## src/rtl/mode4_adder_ctrl_pkg.sv

```systemverilog
// Shared types and defaults for the mode-4 adder-tree sequencer.
// FSM state encoding plus default pair-buffer geometry.
package mode4_adder_ctrl_pkg;

    localparam int DEF_ADDR_WIDTH = 8;
    localparam int DEF_RD_LAT     = 1;

    typedef enum logic [2:0] {
        ST_IDLE  = 3'd0,
        ST_CLEAR = 3'd1,
        ST_ISSUE = 3'd2,
        ST_DRAIN = 3'd3,
        ST_DONE  = 3'd4
    } state_t;

endpackage

```

## src/rtl/mode4_adder_ctrl_valid_pipe.sv

```systemverilog
// Delays pair-buffer read enables into the stage-1/stage-0 run strobes (RD_LAT and RD_LAT+1 cycles).
// No backpressure: bubbles in i_vld travel through as gaps in both strobes.
module mode4_valid_pipe
    import mode4_adder_ctrl_pkg::*;
#(
    parameter int RD_LAT = DEF_RD_LAT
) (
    input  logic clk,
    input  logic rst_n,
    input  logic i_vld,
    output logic o_stage1_run,
    output logic o_stage0_run,
    output logic o_empty_next
);

    localparam int DEPTH = RD_LAT + 1;

    logic [DEPTH-1:0] r_pipe;

    always_ff @(posedge clk or negedge rst_n) begin
        if (!rst_n) begin
            r_pipe <= '0;
        end else begin
            r_pipe <= {r_pipe[DEPTH-2:0], i_vld};
        end
    end

    assign o_stage1_run = r_pipe[RD_LAT-1];
    assign o_stage0_run = r_pipe[RD_LAT];
    // Only the stage-0 slot may be occupied: after this cycle the pipe is empty.
    assign o_empty_next = ~i_vld & ~(|r_pipe[DEPTH-2:0]);

endmodule

```

## src/rtl/mode4_adder_ctrl.sv

```systemverilog
// Sequences one mode-4 adder tree: clear, stream N pairs, drain, pulse done (done at N+3+RD_LAT).
// pause holds issue; pairs already in flight still complete.
module mode4_adder_ctrl
    import mode4_adder_ctrl_pkg::*;
#(
    parameter int ADDR_WIDTH = DEF_ADDR_WIDTH,
    parameter int RD_LAT     = DEF_RD_LAT
) (
    input  logic                  clk,
    input  logic                  reset,
    input  logic                  start,
    input  logic [ADDR_WIDTH-1:0] base_addr,
    input  logic [ADDR_WIDTH:0]   num_pairs,
    input  logic                  pause,
    output logic                  rd_en,
    output logic [ADDR_WIDTH-1:0] rd_addr,
    output logic                  tree_clr,
    output logic                  mode4_stage1_run,
    output logic                  mode4_stage0_run,
    output logic                  busy,
    output logic                  done
);

    localparam logic [ADDR_WIDTH:0] CNT_ONE = {{ADDR_WIDTH{1'b0}}, 1'b1};

    state_t                r_state;
    logic [ADDR_WIDTH-1:0] r_addr;
    logic [ADDR_WIDTH:0]   r_left;
    logic                  r_busy;
    logic                  r_clr;
    logic                  r_done;

    logic                  w_rd_en;
    logic                  w_empty_next;

    assign w_rd_en = (r_state == ST_ISSUE) && !pause;

    always_ff @(posedge clk or negedge reset) begin
        if (!reset) begin
            r_state <= ST_IDLE;
            r_addr  <= '0;
            r_left  <= '0;
            r_busy  <= 1'b0;
            r_clr   <= 1'b0;
            r_done  <= 1'b0;
        end else begin
            case (r_state)
                ST_IDLE: begin
                    if (start) begin
                        r_addr  <= base_addr;
                        r_left  <= num_pairs;
                        r_busy  <= 1'b1;
                        r_clr   <= 1'b1;
                        r_state <= ST_CLEAR;
                    end
                end
                ST_CLEAR: begin
                    r_clr <= 1'b0;
                    if (r_left == '0) begin
                        r_done  <= 1'b1;
                        r_state <= ST_DONE;
                    end else begin
                        r_state <= ST_ISSUE;
                    end
                end
                ST_ISSUE: begin
                    if (w_rd_en) begin
                        r_addr <= r_addr + 1'b1;
                        r_left <= r_left - CNT_ONE;
                        if (r_left == CNT_ONE) begin
                            r_state <= ST_DRAIN;
                        end
                    end
                end
                ST_DRAIN: begin
                    if (w_empty_next) begin
                        r_done  <= 1'b1;
                        r_state <= ST_DONE;
                    end
                end
                ST_DONE: begin
                    r_done  <= 1'b0;
                    r_busy  <= 1'b0;
                    r_state <= ST_IDLE;
                end
                default: begin
                    r_state <= ST_IDLE;
                    r_busy  <= 1'b0;
                    r_clr   <= 1'b0;
                    r_done  <= 1'b0;
                end
            endcase
        end
    end

    mode4_valid_pipe #(
        .RD_LAT (RD_LAT)
    ) u_valid_pipe (
        .clk          (clk),
        .rst_n        (reset),
        .i_vld        (w_rd_en),
        .o_stage1_run (mode4_stage1_run),
        .o_stage0_run (mode4_stage0_run),
        .o_empty_next (w_empty_next)
    );

    assign rd_en    = w_rd_en;
    assign rd_addr  = w_rd_en ? r_addr : '0;
    assign tree_clr = r_clr;
    assign busy     = r_busy;
    assign done     = r_done;

endmodule

```

## config.mk

```make
export PLATFORM = sky130hd
export DESIGN_NAME = mode4_adder_ctrl
export DESIGN_NICKNAME = d
export VERILOG_FILES = /design/src/rtl/mode4_adder_ctrl_pkg.sv /design/src/rtl/mode4_adder_ctrl_valid_pipe.sv /design/src/rtl/mode4_adder_ctrl.sv
export SDC_FILE = /design/constraint.sdc
export NUM_CORES = 1
export LEC_CHECK = 0
export BUFFER_PORTS_ARGS = -buffer_cell sky130_fd_sc_hd__buf_2
export CORE_MARGIN = 2
export CORE_UTILIZATION = 50
export CTS_BUF_LIST = sky130_fd_sc_hd__clkbuf_8
export CTS_CLUSTER_SIZE = 14
export DETAILED_ROUTE_END_ITERATION = 8
export GPL_TIMING_DRIVEN = 0
export PLACE_DENSITY = 0.82
export SLEW_MARGIN = 20
export SYNTH_ARGS = -nofsm -noshare
export SYNTH_HDL_FRONTEND = slang
export SYNTH_HIERARCHICAL = 1
export SYNTH_SLANG_ARGS = --single-unit
```

## constraint.sdc

```tcl
create_clock -name clk -period 1.8 [get_ports clk]
set_input_delay 0.09 -clock clk [delete_from_list [all_inputs] [get_ports clk]]
set_output_delay 0.09 -clock clk [all_outputs]
set_load 0.02 [all_outputs]
```

==> impl_metrics.env <==
export IMPL_fin_skew_ns=0.001877
export IMPL_dr_total_vias=1504
export IMPL_viasPerCell=5.921
export IMPL_synth_async_reset_ratio_pct=100.0
export IMPL_synth_avg_cell_area_um2=8.478
export IMPL_tightest_slew_ns=0.5675
export IMPL_grt_ovfl_total=0
export IMPL_worstSkewPairLatency_ns=0.27
export IMPL_rsz0062_at_grt="true"
export IMPL_die_h_um=58.32
export IMPL_status="complete, no violations"
export IMPL_path_max_fanout=8
export IMPL_final_cell_mix="34 x buf_2, 23 x dfrtp_1, 20 x o21ai_0, 18 x a21oi_1, 15 x nor2_1"
export IMPL_synth_net_count=199
export IMPL_die_x_um=58.32
export IMPL_grt_max_degree=26
export IMPL_setup_violations=0
export IMPL_fill_cells=218
export IMPL_syn_inst=174
export IMPL_num_rows=19
export IMPL_maxCapViolCount=0
export IMPL_synth_ff_type="dfrtp_1"
export IMPL_worst_setup_hold_path_clk_slew_ns=0.09
export IMPL_synth_area_um2=1475
export IMPL_numCtsBuffers=3
export IMPL_dr_pass1_iters=5
export IMPL_tns_ns=0
export IMPL_route_detailed_drc=0
export IMPL_drtIter0Drc=78
export IMPL_final_common_cell="buf_2"
export IMPL_antenna_found_initial=0
export IMPL_p_clk_share_pct=9.6
export IMPL_cts_tree="built"
export IMPL_routed_wl_um=4028
export IMPL_whs_ns=0.06335
export IMPL_fin_crit_ns=1.782
export IMPL_first_global_vias=1396
export IMPL_slew_violations=0
export IMPL_cts_max_level=1
export IMPL_seq_power_share_pct=30.6
export IMPL_synth_edf_count=0
export IMPL_clock_sinks=25
export IMPL_start_util_pct=53.04
export IMPL_wl_per_cell_um=15.86
export IMPL_peakVddDrop_uv=1453
export IMPL_ys_types=38
export IMPL_dp_hpwl_um=2563
export IMPL_power_density_nw_per_um2=1836
export IMPL_hold_violations=0
export IMPL_timing_worst_setup_path_type="reg2reg"
export IMPL_leakagePower_nw=0.8894
export IMPL_cp_required_ns=2.00
export IMPL_nNetsFinal=249
export IMPL_grt_pass1_wl_um=6458
export IMPL_cts_buffer_depth=2
export IMPL_synth_seq_cells=25
export IMPL_switchingPower_w=0.001701
export IMPL_yosys_warnings=6
export IMPL_dieArea_um2=3401
export IMPL_fin_crit_sh_pct=98.97
export IMPL_drive_gt1_share_pct=34.53
export IMPL_ant_nets=0
export IMPL_hp_class="in2reg"
export IMPL_arrival_ns=1.98
export IMPL_cp_start_kind="flop"
export IMPL_power_frac_comb_pct=59.8
export IMPL_swShare_pct=47.62
export IMPL_num_antenna_cells=0
export IMPL_core_um2=2781
export IMPL_io_pins=35
export IMPL_fmax_mhz=561.3
export IMPL_port_buffers=34
export IMPL_area_growth_pct=31.89
export IMPL_cts_root_buf="clkbuf_8"
export IMPL_place_congestion=0.8369
export IMPL_p_int_w=0.001872
export IMPL_end_kind="flop"
export IMPL_relSlewSlack_pct=62.17
export IMPL_track_usage_pct=24.52
export IMPL_synth_seq_area_share_pct=42.41
[registers in the layout, summed over array words and instances (netlist names)]
| name | cells |
|---|---|
| tree_clr | 1 |
| busy | 1 |
| r_state | 3 |
| done | 1 |
| r_addr | 8 |
| u_valid_pipe/r_pipe | 2 |
| r_left | 9 |
[stage by stage]
step	instances	total power, W	cell area [um^2]	utilization (%)	worst slack, ns
2_1_floorplan	174	0.002284	1478	-	-0.04822
3_3_place_gp	239	0.002722	1687	60.64	-0.08117
3_5_place_dp	239	0.002772	1687	60.64	-0.1129
4_1_cts	251	0.003310	1846	66.35	0.005912
5_1_grt	254	0.003854	1946	69.95	-0.1057
6_report	254	0.003573	1946	69.95	0.01845
[cell usage after synthesis (2+ instances only)]
library cell / count / area (um^2)
nor4_1: 2 / 12.51
a211oi_1: 2 / 15.01
o21ai_1: 3 / 15.01
o31ai_1: 2 / 15.01
dfrtp_1: 25 / 625.6
nand3_1: 3 / 15.01
nand2b_1: 5 / 31.28
and3_1: 5 / 31.28
o21a_1: 4 / 30.03
o21ai_0: 21 / 105.1
nor2b_1: 2 / 12.51
ha_1: 4 / 50.05
a31oi_1: 3 / 18.77
nand2_1: 11 / 41.29
clkbuf_1: 3 / 11.26
nor2_1: 17 / 63.81
buf_2: 8 / 40.04
and2_0: 3 / 18.77
nor3_1: 9 / 45.04
a21oi_1: 18 / 90.09
inv_1: 7 / 26.28
[cells by family after synthesis]
kind of cell,count (synthesis),synth area share [%]
AND/OR/NAND/NOR,64,22.99
multiplexers,1,0.6786
flip-flops,25,42.41
buffers and inverters,18,5.259
adder cells (fa/ha/maj),4,3.393
AO/OA/AOI/OAI,62,25.28
[power by group through the flow]
stage / Sequential, W / Clock, W / Combinational, W
2_1_floorplan: 0.00107 / 0 / 0.00122
3_3_place_gp: 0.00105 / 0 / 0.00167
3_5_place_dp: 0.00106 / 0 / 0.00171
4_1_cts: 0.00106 / 0.000341 / 0.00191
5_1_grt: 0.00112 / 0.000369 / 0.00236
6_report: 0.00109 / 0.000344 / 0.00214
[per-layer routing]
metal	track usage [%]	share of wire [%]	wire, um
met5	0	0	0
met4	5.648	0.15	6
met3	3.297	6.1	246
met2	38.84	50	2002
met1	35.85	44	1773
[path summary, 6_finish.rpt]
path                       cells past startpoint  slack, ns                      to              startpoint
setup reg to reg                               5       0.02                    done               r_left[5]
hold / removal                                 3       0.06               r_addr[1]            base_addr[1]
max in group asynchronous                      2       1.05              r_state[0]                   reset
hold reg to reg                                0       0.40  u_valid_pipe/r_pipe[1]  u_valid_pipe/r_pipe[0]
setup / recovery                               5       0.02                    done               r_left[5]
min in group asynchronous                      2       0.34               r_left[6]                   reset
[repair_timing]
item | 4_1_cts | 5_1_grt
hold buffers | 1 | 0
hold endpoints to repair | 25 | 0
endpoints found under the setup margin | 13 | 22
cloned | 0 | 0
pin swaps | 0 | 3
buffers inserted | 9 | 4
resized for setup | 17 | 20
[worst max-delay path: stages (launching register included)]
cell      delay, ns
dfrtp_1        0.37
clkbuf_1       0.21
or4_1          0.59
o31ai_2        0.31
a21oi_1        0.13
nor2_1         0.11
[final cells by class]
class / count / area (um^2) / share of cell area (%)
multi-input combinational: 131 / 863.3 / 44.37
sequential: 25 / 628.1 / 32.28
timing repair buffer: 48 / 287.8 / 14.79
buffer: 8 / 55.05 / 2.830
clock buffer: 3 / 41.29 / 2.122
tap: 31 / 38.79 / 1.994
inverter: 7 / 26.28 / 1.350
clock inverter: 1 / 5.005 / 0.2572
Power figures use the tool's default switching activity.
